## src/rtl/dsp_mac_sched.sv

```systemverilog
// ---------------------------------------------------------------------------
// dsp_mac_sched
//   Schedules bursts of multiply-accumulate operations from two requesters
//   onto one shared multiplier slice (input reg -> M reg -> P reg). A round-
//   robin arbiter grants the slice for one burst at a time. It then drives the
//   slice clock enables and the P-stage opcode so that each burst accumulates
//   into P from a clean start.
//   All state changes on the falling edge of CLK.
//
// Ports
//   CLK, RST          clock (falling-edge active), async active-high reset
//   req[1:0]          burst request per requester
//   len0, len1        MAC count per burst, sampled when the grant is issued
//   gnt[1:0]          one-hot slice owner, zero when idle
//   op_strobe         owner's operands are consumed this cycle
//   ce_in, ce_m, ce_p clock enables for slice input, multiplier and P regs
//   opm_acc           P-stage op: 0 = P<=M, 1 = P<=P+M
//   busy              scheduler is not idle
//   res_valid         final accumulated result is in P this cycle
//   res_owner         requester index that owns the result in res_valid
// ---------------------------------------------------------------------------
module dsp_mac_sched #(
    parameter int LEN_W      = 8,
    parameter int PIPE_DEPTH = 3
) (
    input  logic             CLK,
    input  logic             RST,
    input  logic [1:0]       req,
    input  logic [LEN_W-1:0] len0,
    input  logic [LEN_W-1:0] len1,
    output logic [1:0]       gnt,
    output logic             op_strobe,
    output logic             ce_in,
    output logic             ce_m,
    output logic             ce_p,
    output logic             opm_acc,
    output logic             busy,
    output logic             res_valid,
    output logic             res_owner
);

    if (PIPE_DEPTH < 1 || PIPE_DEPTH > 4) begin : g_bad_depth
        $error("dsp_mac_sched: PIPE_DEPTH must be in 1..4");
    end

    typedef enum logic [1:0] {IDLE, ISSUE, DRAIN, DONE} state_t;

    state_t           state;
    logic [LEN_W-1:0] cnt;       // remaining cycles in the current ISSUE/DRAIN phase, minus one
    logic             owner;     // granted requester index
    logic             ptr;       // preferred requester when both are eligible
    logic [2:0]       nf_p;      // not-first flag history: [0] = current cycle, [j] = j cycles ago

    logic [1:0]       elig;
    logic             win;
    logic [LEN_W-1:0] win_len;
    logic             nf_next;
    logic             opm_next;

    always_comb begin
        elig    = {req[1] && (len1 != '0), req[0] && (len0 != '0)};
        win     = (elig == 2'b11) ? ptr : elig[1];
        win_len = win ? len1 : len0;
        // Next cycle carries a non-first operation of the burst.
        nf_next = (state == ISSUE) && (cnt != '0);
        // The opcode for a product must arrive with it at P, PIPE_DEPTH-1
        // cycles after its operands were consumed.
        opm_next = nf_next;
        for (int j = 0; j < 3; j++) begin
            if (j == PIPE_DEPTH - 2) opm_next = nf_p[j];
        end
    end

    // Falling-edge stage: FSM, counters and registered outputs
    always_ff @(negedge CLK or posedge RST) begin
        if (RST) begin
            state     <= IDLE;
            cnt       <= '0;
            owner     <= 1'b0;
            ptr       <= 1'b0;
            nf_p      <= '0;
            gnt       <= 2'b00;
            op_strobe <= 1'b0;
            ce_in     <= 1'b0;
            ce_m      <= 1'b0;
            ce_p      <= 1'b0;
            opm_acc   <= 1'b0;
            busy      <= 1'b0;
            res_valid <= 1'b0;
            res_owner <= 1'b0;
        end else begin
            nf_p    <= {nf_p[1:0], nf_next};
            opm_acc <= opm_next;
            case (state)
                IDLE: begin
                    if (elig != 2'b00) begin
                        state     <= ISSUE;
                        owner     <= win;
                        gnt       <= win ? 2'b10 : 2'b01;
                        cnt       <= win_len - 1'b1;
                        op_strobe <= 1'b1;
                        ce_in     <= 1'b1;
                        ce_m      <= 1'b1;
                        ce_p      <= 1'b1;
                        busy      <= 1'b1;
                    end
                end
                ISSUE: begin
                    if (cnt == '0) begin
                        state     <= DRAIN;
                        cnt       <= LEN_W'(PIPE_DEPTH - 1);
                        op_strobe <= 1'b0;
                    end else begin
                        cnt <= cnt - 1'b1;
                    end
                end
                DRAIN: begin
                    if (cnt == '0) begin
                        state     <= DONE;
                        ce_in     <= 1'b0;
                        ce_m      <= 1'b0;
                        ce_p      <= 1'b0;
                        res_valid <= 1'b1;
                        res_owner <= owner;
                    end else begin
                        cnt <= cnt - 1'b1;
                    end
                end
                DONE: begin
                    state     <= IDLE;
                    gnt       <= 2'b00;
                    busy      <= 1'b0;
                    res_valid <= 1'b0;
                    res_owner <= 1'b0;
                    // The requester that just finished loses priority.
                    ptr       <= ~owner;
                end
                default: state <= IDLE;
            endcase
        end
    end

endmodule

```

## config.mk

```make
export PLATFORM = sky130hd
export DESIGN_NAME = dsp_mac_sched
export DESIGN_NICKNAME = d
export VERILOG_FILES = /design/src/rtl/dsp_mac_sched.sv
export SDC_FILE = /design/constraint.sdc
export NUM_CORES = 1
export LEC_CHECK = 0
export ABC_AREA = 1
export CELL_PAD_IN_SITES_DETAIL_PLACEMENT = 1
export CELL_PAD_IN_SITES_GLOBAL_PLACEMENT = 1
export CORE_UTILIZATION = 37
export CTS_CLUSTER_DIAMETER = 100
export DETAILED_ROUTE_END_ITERATION = 10
export HOLD_SLACK_MARGIN = 0.15
export PLACE_DENSITY = 0.8
export SLEW_MARGIN = 5
export SYNTH_ARGS = -nofsm -noshare
export SYNTH_HDL_FRONTEND = slang
export SYNTH_SLANG_ARGS = --single-unit
```

## constraint.sdc

```tcl
create_clock -name CLK -period 2 [get_ports CLK]
set_input_delay 0.6 -clock CLK [delete_from_list [all_inputs] [get_ports CLK]]
set_output_delay 0.6 -clock CLK [all_outputs]
set_load 0.03 [all_outputs]
```

==> reports/qor.yml, run 1 <==
placed_design:
  dp_hpwl_um: 3600
  placedCellCount: 327
  io_buffers: 29
  place.gp.congestion: 0.783
synthesis:
  syn_nets: 241
  ys_warn_count: 0
  synth.area.top_cells: "dfrtn_1, nand2_1, inv_1"
  synthesis.area_um2: 1600
  yosysSeqAreaShare_pct: 34.4
  yosysTopAreaCell: "dfrtn_1"
  syn_avg_cell_area_um2: 7.44
  synth_seq_cells: 22
  ys.flop_type: "dfrtn_1"
  ys_types: 32
  syn-instance-count: 215
  synth_top_area_share_pct: 34.4
  synth_edf_count: 0
  synthArstFlopShare_pct: 100
outcome:
  flow.stopped_at: "global routing"
  status: "aborted with a tool error"
  firstError: "[ERROR DPL-0033] detailed placement checks failed during check placement."
clock_tree:
  clock_path_buffers: 2
  hold_buffers: 0
  numCtsBuffers: 3
  htree_levels: 1
  cts_sinks: 22
  cts-root-buf: "clkbuf_8"
timing:
  worst_endpoint: "cnt[4]$_DFFE_NP0P_/D"
  worst-ep-kind: "register data pin"
floorplan:
  io_pins: 30
  die_w_um: 67.8
  die_h_um: 67.8
  row_count: 23
  floorplan.initialDensity_pct: 39.2
grt:
  antenna_found_initial: 0
  grt_max_degree: 23
## kinds of logic after synthesis
logic type               after synthesis  synth area share (%)
AO/OA/AOI/OAI                         37                  13.1
XOR/XNOR                               6                  3.28
adder cells (fa/ha/maj)                6                  4.69
buffers and inverters                 44                  11.8
flip-flops                            22                  34.4
AND/OR/NAND/NOR                      100                  32.7
## synthesized netlist by cell type, types with 2 or more instances
cell type,count
a22oi_1,2
nor2_1,20
xor2_1,4
nor3_1,3
inv_1,31
ha_1,6
xnor2_1,2
nand2_2,10
o21ai_0,14
dfrtn_1,22
inv_2,9
o21ai_1,2
a21oi_1,11
nand2_4,5
o22ai_1,3
nand3_1,13
nand2_1,37
buf_4,2
nor2_2,4
nor2_4,3
## per-stage QoR
step	hold WS (ns)	util, %	area (um2)	setup slack (ns)	TNS [ns]
detailed placement	0.311	56.2	2300	-1.65	-26.05
floorplan	0.292	-	1720	-0.927	-13.11
global placement	0.295	56.2	2300	-1.57	-24.43
CTS	0.307	63.3	2590	-1.02	-19.21
## what timing repair did
item                       in CTS
setup buffers                  17
cloned                          1
setup endpoints to repair      26
resized for setup              79
pin swaps                      30
==> run 2, diff against run 1 <==
Settings changed: CELL_PAD_IN_SITES_DETAIL_PLACEMENT 1 to not set, CELL_PAD_IN_SITES_GLOBAL_PLACEMENT 1 to not set, CORE_UTILIZATION 37 to 40, CTS_CLUSTER_DIAMETER 100 to not set, HOLD_SLACK_MARGIN 0.15 to not set, PLACE_DENSITY 0.8 to not set, PLACE_DENSITY_LB_ADDON set to 0.15.
==> reports/qor.yml, run 2 <==
clock_tree:
  clock_latency_ns: 0.27
  numCtsBuffers: 3  # unchanged
  tritoncts: "done"
  clock_path_buffers: 2  # unchanged
  htree_levels: 1  # unchanged
  clkTransAtPathRegs_ns: 0.06
  cts_sinks: 22  # unchanged
  cts-root-buf: "clkbuf_8"
cells_and_area:
  top_register: "cnt"
  largest_register_ffs: 8
  final_util_pct: 76.4
  final_common_cell: "buf_4"
  final_layout_size_suffix_gt1_share_pct: 59.2
  synthToLayoutAreaGrowth_pct: 78.7
  final_cell_mix: "buf_4, buf_6, nand2_1, dfrtn_1, inv_1"
  layout.nets: 331
  antenna_cells: 0
timing:
  worst_pin_slew_ns: 0.440
  drv_slew: 0
  final.setup.tns_ns: -17.19
  fin_ws_ns: -0.861
  setup_viol: 26
  grt_setup_unrepaired: "yes"
  relSlewSlack_pct: 70.5
  hold_slack_ns: 0.297
  fin_skew_ns: 0.00125
  finalHoldViolations: 0
worst_setup_path:
  cp_slowest_cell: "a21oi_4"
  cp-end-kind: "flop"
  timing.rr.end: "cnt[6]"
  r2r_start: "cnt[0]"
  worst-path-buf-inv: 4
  path_common_cell: "nor2_4"
  critPathKind: "in -> reg"
  r2r_setup_slack_ns: -0.19
  crit_family: "simple AND/OR/NAND/NOR gates"
  worstPathRequired_ns: 1.12
  cp_cell_sequence: "buf_6 > nor2_4 > nand3_2 > nor2_4 > nor2_4 > buf_12 > buf_6 > a21oi_4 > nand2_4 > nand2_8 > inv_6 > nor2_1 > a21oi_2"
  worstSetupStartpointType: "input pin"
  cp.arrival_ns: 1.99
  ff2ff_path_depth: 13
  crit_fanout: 6
  cpPeakStageDelay_ns: 0.21
grt:
  grt_pass1_vias: 1713
  grt_max_degree: 15
  overflow: 0
  groute.usage.overall_pct: 21.9
  antenna_found_initial: 0
  grt_pass1_wl_um: 7270
floorplan:
  die_w_um: 65.3  # -3.7%
  floorplan.initialDensity_pct: 42.7  # +3.6 points
  io_pins: 30  # unchanged
  core_um2: 3740
  die_area_um2: 4260
  row_count: 22  # -4.3%
  die_h_um: 65.3  # -3.7%
detailed_routing:
  routed_wl_um: 4570
  via_per_inst: 4.93
  drt-initial-drc-count: 110
  routedWlPerCell_um: 13.0
  ant_nets: 0
  drc: 0
  dr_total_vias: 1735
  drt_pre_antenna_iters: 4
synthesis:
  ys_types: 32  # unchanged
  syn_avg_cell_area_um2: 7.44  # unchanged
  synthArstFlopShare_pct: 100  # unchanged
  ys_warn_count: 0  # unchanged
  synth_seq_cells: 22  # unchanged
  syn-instance-count: 215  # unchanged
  synth_top_area_share_pct: 34.4  # unchanged
  synth_edf_count: 0  # unchanged
  synthesis.area_um2: 1600  # unchanged
  yosysSeqAreaShare_pct: 34.4  # unchanged
  synth.area.top_cells: "dfrtn_1, nand2_1, inv_1"
  synth_common_cells: "nand2_1, inv_1, dfrtn_1, nor2_1, o21ai_0"
  ys.flop_type: "dfrtn_1"
  yosysTopAreaCell: "dfrtn_1"
  synth_most_common_cell: "nand2_1"
  syn_nets: 241  # unchanged
worst_hold_path:
  hold_depth: 0
  hold-path-endpoint: "opm_acc"
  min_path_type: "reg -> reg"
  min_from: "nf_p[1]"
placed_design:
  place.gp.congestion: 0.785  # +0.19%
  io_buffers: 29  # unchanged
  dp_hpwl_um: 2870  # -20%
run:
  drv_cap: 0
pwr:
  p_leak_nw: 1.38
  power_density_nw_per_um2: 1320
  finalPower_mw: 3.76
  vdd_drop_max_uv: 564
outcome:
  status: "finished with violations"
  violations: "negative setup slack"
run 2: cell counts after synthesis:
No cell type changed its count.
run 2: cells by family after synthesis:
logic type / count (synthesis) / share of synthesized area [%]
AND/OR/NAND/NOR: 100 / 32.7
buffers and inverters: 44 / 11.8
AO/OA/AOI/OAI: 37 / 13.1
flip-flops: 22 / 34.4
XOR/XNOR: 6 / 3.28
adder cells (fa/ha/maj): 6 / 4.69
run 2: worst register-to-register path, cell delays in order, from the launching register on:
cell	delay [ns]
dfrtn_1	0.40
inv_1	0.07
ha_1	0.23
nand3_2	0.10
nor2_1	0.04
nand2_1	0.15
nor3_4	0.08
inv_2	0.09
nor2_4	0.05
nor2_1	0.30
nand2_8	0.13
buf_4	0.18
a21oi_1	0.15
a21oi_2	0.07
run 2: how the worst max path moves through the flow:
stage                       start      to  slack (ns)  depth (start not counted)
after global placement    len0[7]  cnt[7]       -1.56                         16
after global routing      len1[5]  cnt[4]       -0.97                         13
final                     len1[5]  cnt[6]       -0.86                         13
after CTS                 len1[6]  cnt[4]       -0.85                         15
after detailed placement  len0[7]  cnt[7]       -1.61                         15
after floorplan           len0[7]  cnt[6]       -0.93                         16
run 2: area by class of cell:
| cell class | count | area [um2] |
|---|---|---|
| fill | 261 | 885 |
| clock buffer | 4 | 55.1 |
| tap | 48 | 60.1 |
| inverter | 41 | 199 |
| timing repair buffer | 87 | 812 |
| multi-input combinational | 150 | 1180 |
| sequential | 22 | 551 |
run 2: what timing repair did:
item	in CTS	in global routing
buffers inserted	15	8
hold buffers	0	0
setup endpoints to repair	26	28
gates resized for setup	145	28
gates cloned	1	0
pin swaps	33	20
run 2: metrics by stage:
stage / cell area (um2) / worst slack [ns] / cells
5_1_grt: 2860 / -0.967 / 352
2_1_floorplan: 1720 / -0.927 / 215
6_report: 2860 / -0.861 / 352
3_3_place_gp: 2310 / -1.56 / 329
4_1_cts: 2680 / -0.851 / 345
3_5_place_dp: 2310 / -1.61 / 329
run 2: metal layers:
layer	share of wire, %	GRT usage [%]	vias up	routed length [um]
met4	3.6	8.97	0	163
met5	0	0	-	0
met2	54	41.2	60	2480
met3	4.0	3.47	16	183
li1	-	-	853	-
met1	38	24.0	806	1750
run 2: power breakdown:
group | internal, mW | switching [mW] | total [mW]
Sequential | 0.670 | 0.167 | 0.837
Clock | 0.175 | 0.147 | 0.323
Combinational | 1.18 | 1.42 | 2.60
Total | 2.03 | 1.73 | 3.76
Power figures use the tool's default switching activity.
==> run 3, diff against run 2 <==
Settings changed: CAP_MARGIN set to 20.
Clock period 2 ns to 2.85 ns, I/O delays scaled along.
==> reports/qor.yml, run 3 (synthesis gave the netlist of run 2 again) <==
detailed_routing:
  routed.top_layer: "met4"
  via_per_inst: 4.93  # about the same
  drt_pre_antenna_iters: 4  # unchanged
  met3_length_um: 127  # -31%
  drt-initial-drc-count: 101  # -8.2%
  met2_length_um: 3080  # +24%
  routedWlPerCell_um: 14.8  # +14%
  dr_total_vias: 1820  # +4.9%
  wl_met1_um: 2040  # +17%
  drc: 0  # unchanged
  ant_nets: 0  # unchanged
  routed_wl_um: 5470  # +20%
worst_setup_path:
  cp_slowest_cell: "ha_4"
  cp.arrival_ns: 2.32  # +0.33 ns
  cp-end-kind: "flop"
  worstPathRequired_ns: 1.55  # +0.43 ns
  worstSetupStartpointType: "input pin"
  critPathKind: "in -> reg"
  cp_cell_sequence: "buf_6 > nor2_4 > nand3_2 > nor2_4 > nor2_4 > buf_12 > nand2_8 > buf_12 > nand2_4 > nand2_4 > ha_4 > nand2_4 > nor2_4 > nand3_2 > nand3_2 > a21oi_2"
  path_common_cell: "nor2_4"
  crit_fanout: 5  # -1
  cpPeakStageDelay_ns: 0.15  # -0.06 ns
floorplan:
  die_h_um: 65.3  # unchanged
  die_w_um: 65.3  # unchanged
  die_area_um2: 4260  # unchanged
  core_um2: 3740  # unchanged
  row_count: 22  # unchanged
  io_pins: 30  # unchanged
  floorplan.initialDensity_pct: 42.7  # unchanged
placed_design:
  place.gp.congestion: 0.798  # +1.7%
  dp_hpwl_um: 2830  # -1.6%
  placed_area_um2: 2280  # -1.3%
  io_buffers: 29  # unchanged
cells_and_area:
  largest_register_ffs: 8  # unchanged
  synthToLayoutAreaGrowth_pct: 94.3
  antenna_cells: 0  # unchanged
  top_register: "cnt"
  fillers: 221  # -15%
  multi_input_area_um2: 1260  # +6.3%
  final_common_cell: "buf_4"
  final_cell_mix: "buf_4, buf_6, nand2_1, inv_1, dfrtn_1"
  postLayoutCellArea_um2: 3110  # +8.8%
  regArea_um2: 551  # unchanged
  layout.nets: 348  # +5.1%
  final_layout_size_suffix_gt1_share_pct: 61.4  # +2.2 points
outcome:
  status: "finished with violations"
  violations: "negative setup slack"
grt:
  overflow: 0  # unchanged
  grt_max_degree: 15  # unchanged
  grt_pass1_vias: 1893  # +11%
  antenna_found_initial: 0  # unchanged
  grt_pass1_wl_um: 8160  # +12%
  groute.usage.overall_pct: 24.8  # +2.9 points
pwr:
  vdd_drop_max_uv: 399  # -29%
  p_leak_nw: 1.50  # +9.2%
  power_density_nw_per_um2: 856  # -35%
timing:
  setup_viol: 26  # unchanged
  hold_slack_ns: 0.301  # +0.00318 ns
  drv_slew: 0  # unchanged
  worst_pin_slew_ns: 0.471  # +0.0301 ns
  fin_skew_ns: 0.00166  # +0.000416 ns
  fin_ws_ns: -0.767  # +0.0948 ns
  finalHoldViolations: 0  # unchanged
  relSlewSlack_pct: 68.5  # -2.0 points
  grt_setup_unrepaired: "yes"
clock_tree:
  cts-root-buf: "clkbuf_8"
  clkTransAtPathRegs_ns: 0.06  # about the same
  tritoncts: "done"
  hold_buffers: 0  # unchanged
  clock_path_buffers: 2  # unchanged
  clock_latency_ns: 0.28  # about the same
  htree_levels: 1  # unchanged
  numCtsBuffers: 3  # unchanged
  cts_sinks: 22  # unchanged
worst_hold_path:
  min_path_type: "reg -> reg"
run:
  drv_cap: 0  # unchanged
[run 3: cell count changes in the layout (fill, tap and decap cells not counted), moves of 3 or more]
| cell | change |
|---|---|
| nand2_4 | +4 |
| buf_4 | +14 |
| nor2_4 | +3 |
| nand2_1 | -3 |
| nand3_2 | -3 |
| nand2_2 | -4 |
[run 3: layout make-up]
cell class | instances | share of cell area (%)
clock buffer | 4 | 1.77
inverter | 41 | 6.56
multi-input combinational | 149 | 40.4
sequential | 22 | 17.7
tap | 48 | 1.93
timing repair buffer | 105 | 31.6
[run 3: through the flow]
stage               utilization (%)  cells  power [mW]  setup slack [ns]  TNS (ns)
detailed placement             61.0    325        1.84             -1.45    -20.88
finish                         83.1    369        2.66            -0.767    -13.47
global route                   83.1    369        2.83            -0.843    -14.93
global placement               61.0    325        1.82             -1.40    -20.46
CTS                            75.6    362        2.34            -0.738    -12.94
floorplan                         -    215        1.46            -0.757     -8.87
[run 3: power breakdown]
part           internal [mW]  switching [mW]  leakage [nW]  total (mW)
Sequential             0.471           0.118         0.270       0.589
Combinational          0.817            1.02          1.20        1.84
Clock                  0.123           0.107        0.0288       0.230
Total                   1.41            1.25          1.50        2.66
[run 3: layer usage]
| layer | global-route usage (%) | vias to the layer above |
|---|---|---|
| li1 | - | 883 |
| met1 | 25.8 | 866 |
| met2 | 50.6 | 50 |
| met3 | 1.56 | 21 |
| met4 | 8.97 | 0 |
| met5 | 0 | - |
[run 3: critical path, delay by kind of cell]
family | cells | cell delay [ns]
compound gates | 1 | 0.06
fa+ha+maj | 1 | 0.15
buf+inv | 3 | 0.34
simple gates | 11 | 0.91
[run 3: final timing paths]
kind / startpoint / endpoint / slack, ns / depth (start not counted)
setup / recovery: len1[4] / cnt[6] / -0.77 / 16
hold / removal: nf_p[0] / nf_p[1] / 0.30 / 0
setup reg to reg: cnt[0] / cnt[6] / 0.60 / 13
hold reg to reg: nf_p[0] / nf_p[1] / 0.30 / 0
max in group asynchronous: RST / gnt[1] / 0.42 / 3
min in group asynchronous: RST / nf_p[0] / 2.25 / 3
[run 3: what timing repair did]
item	4_1_cts	5_1_grt
pin swaps	39	36
resized for setup	144	46
setup endpoints to repair	26	26
buffers inserted	33	9
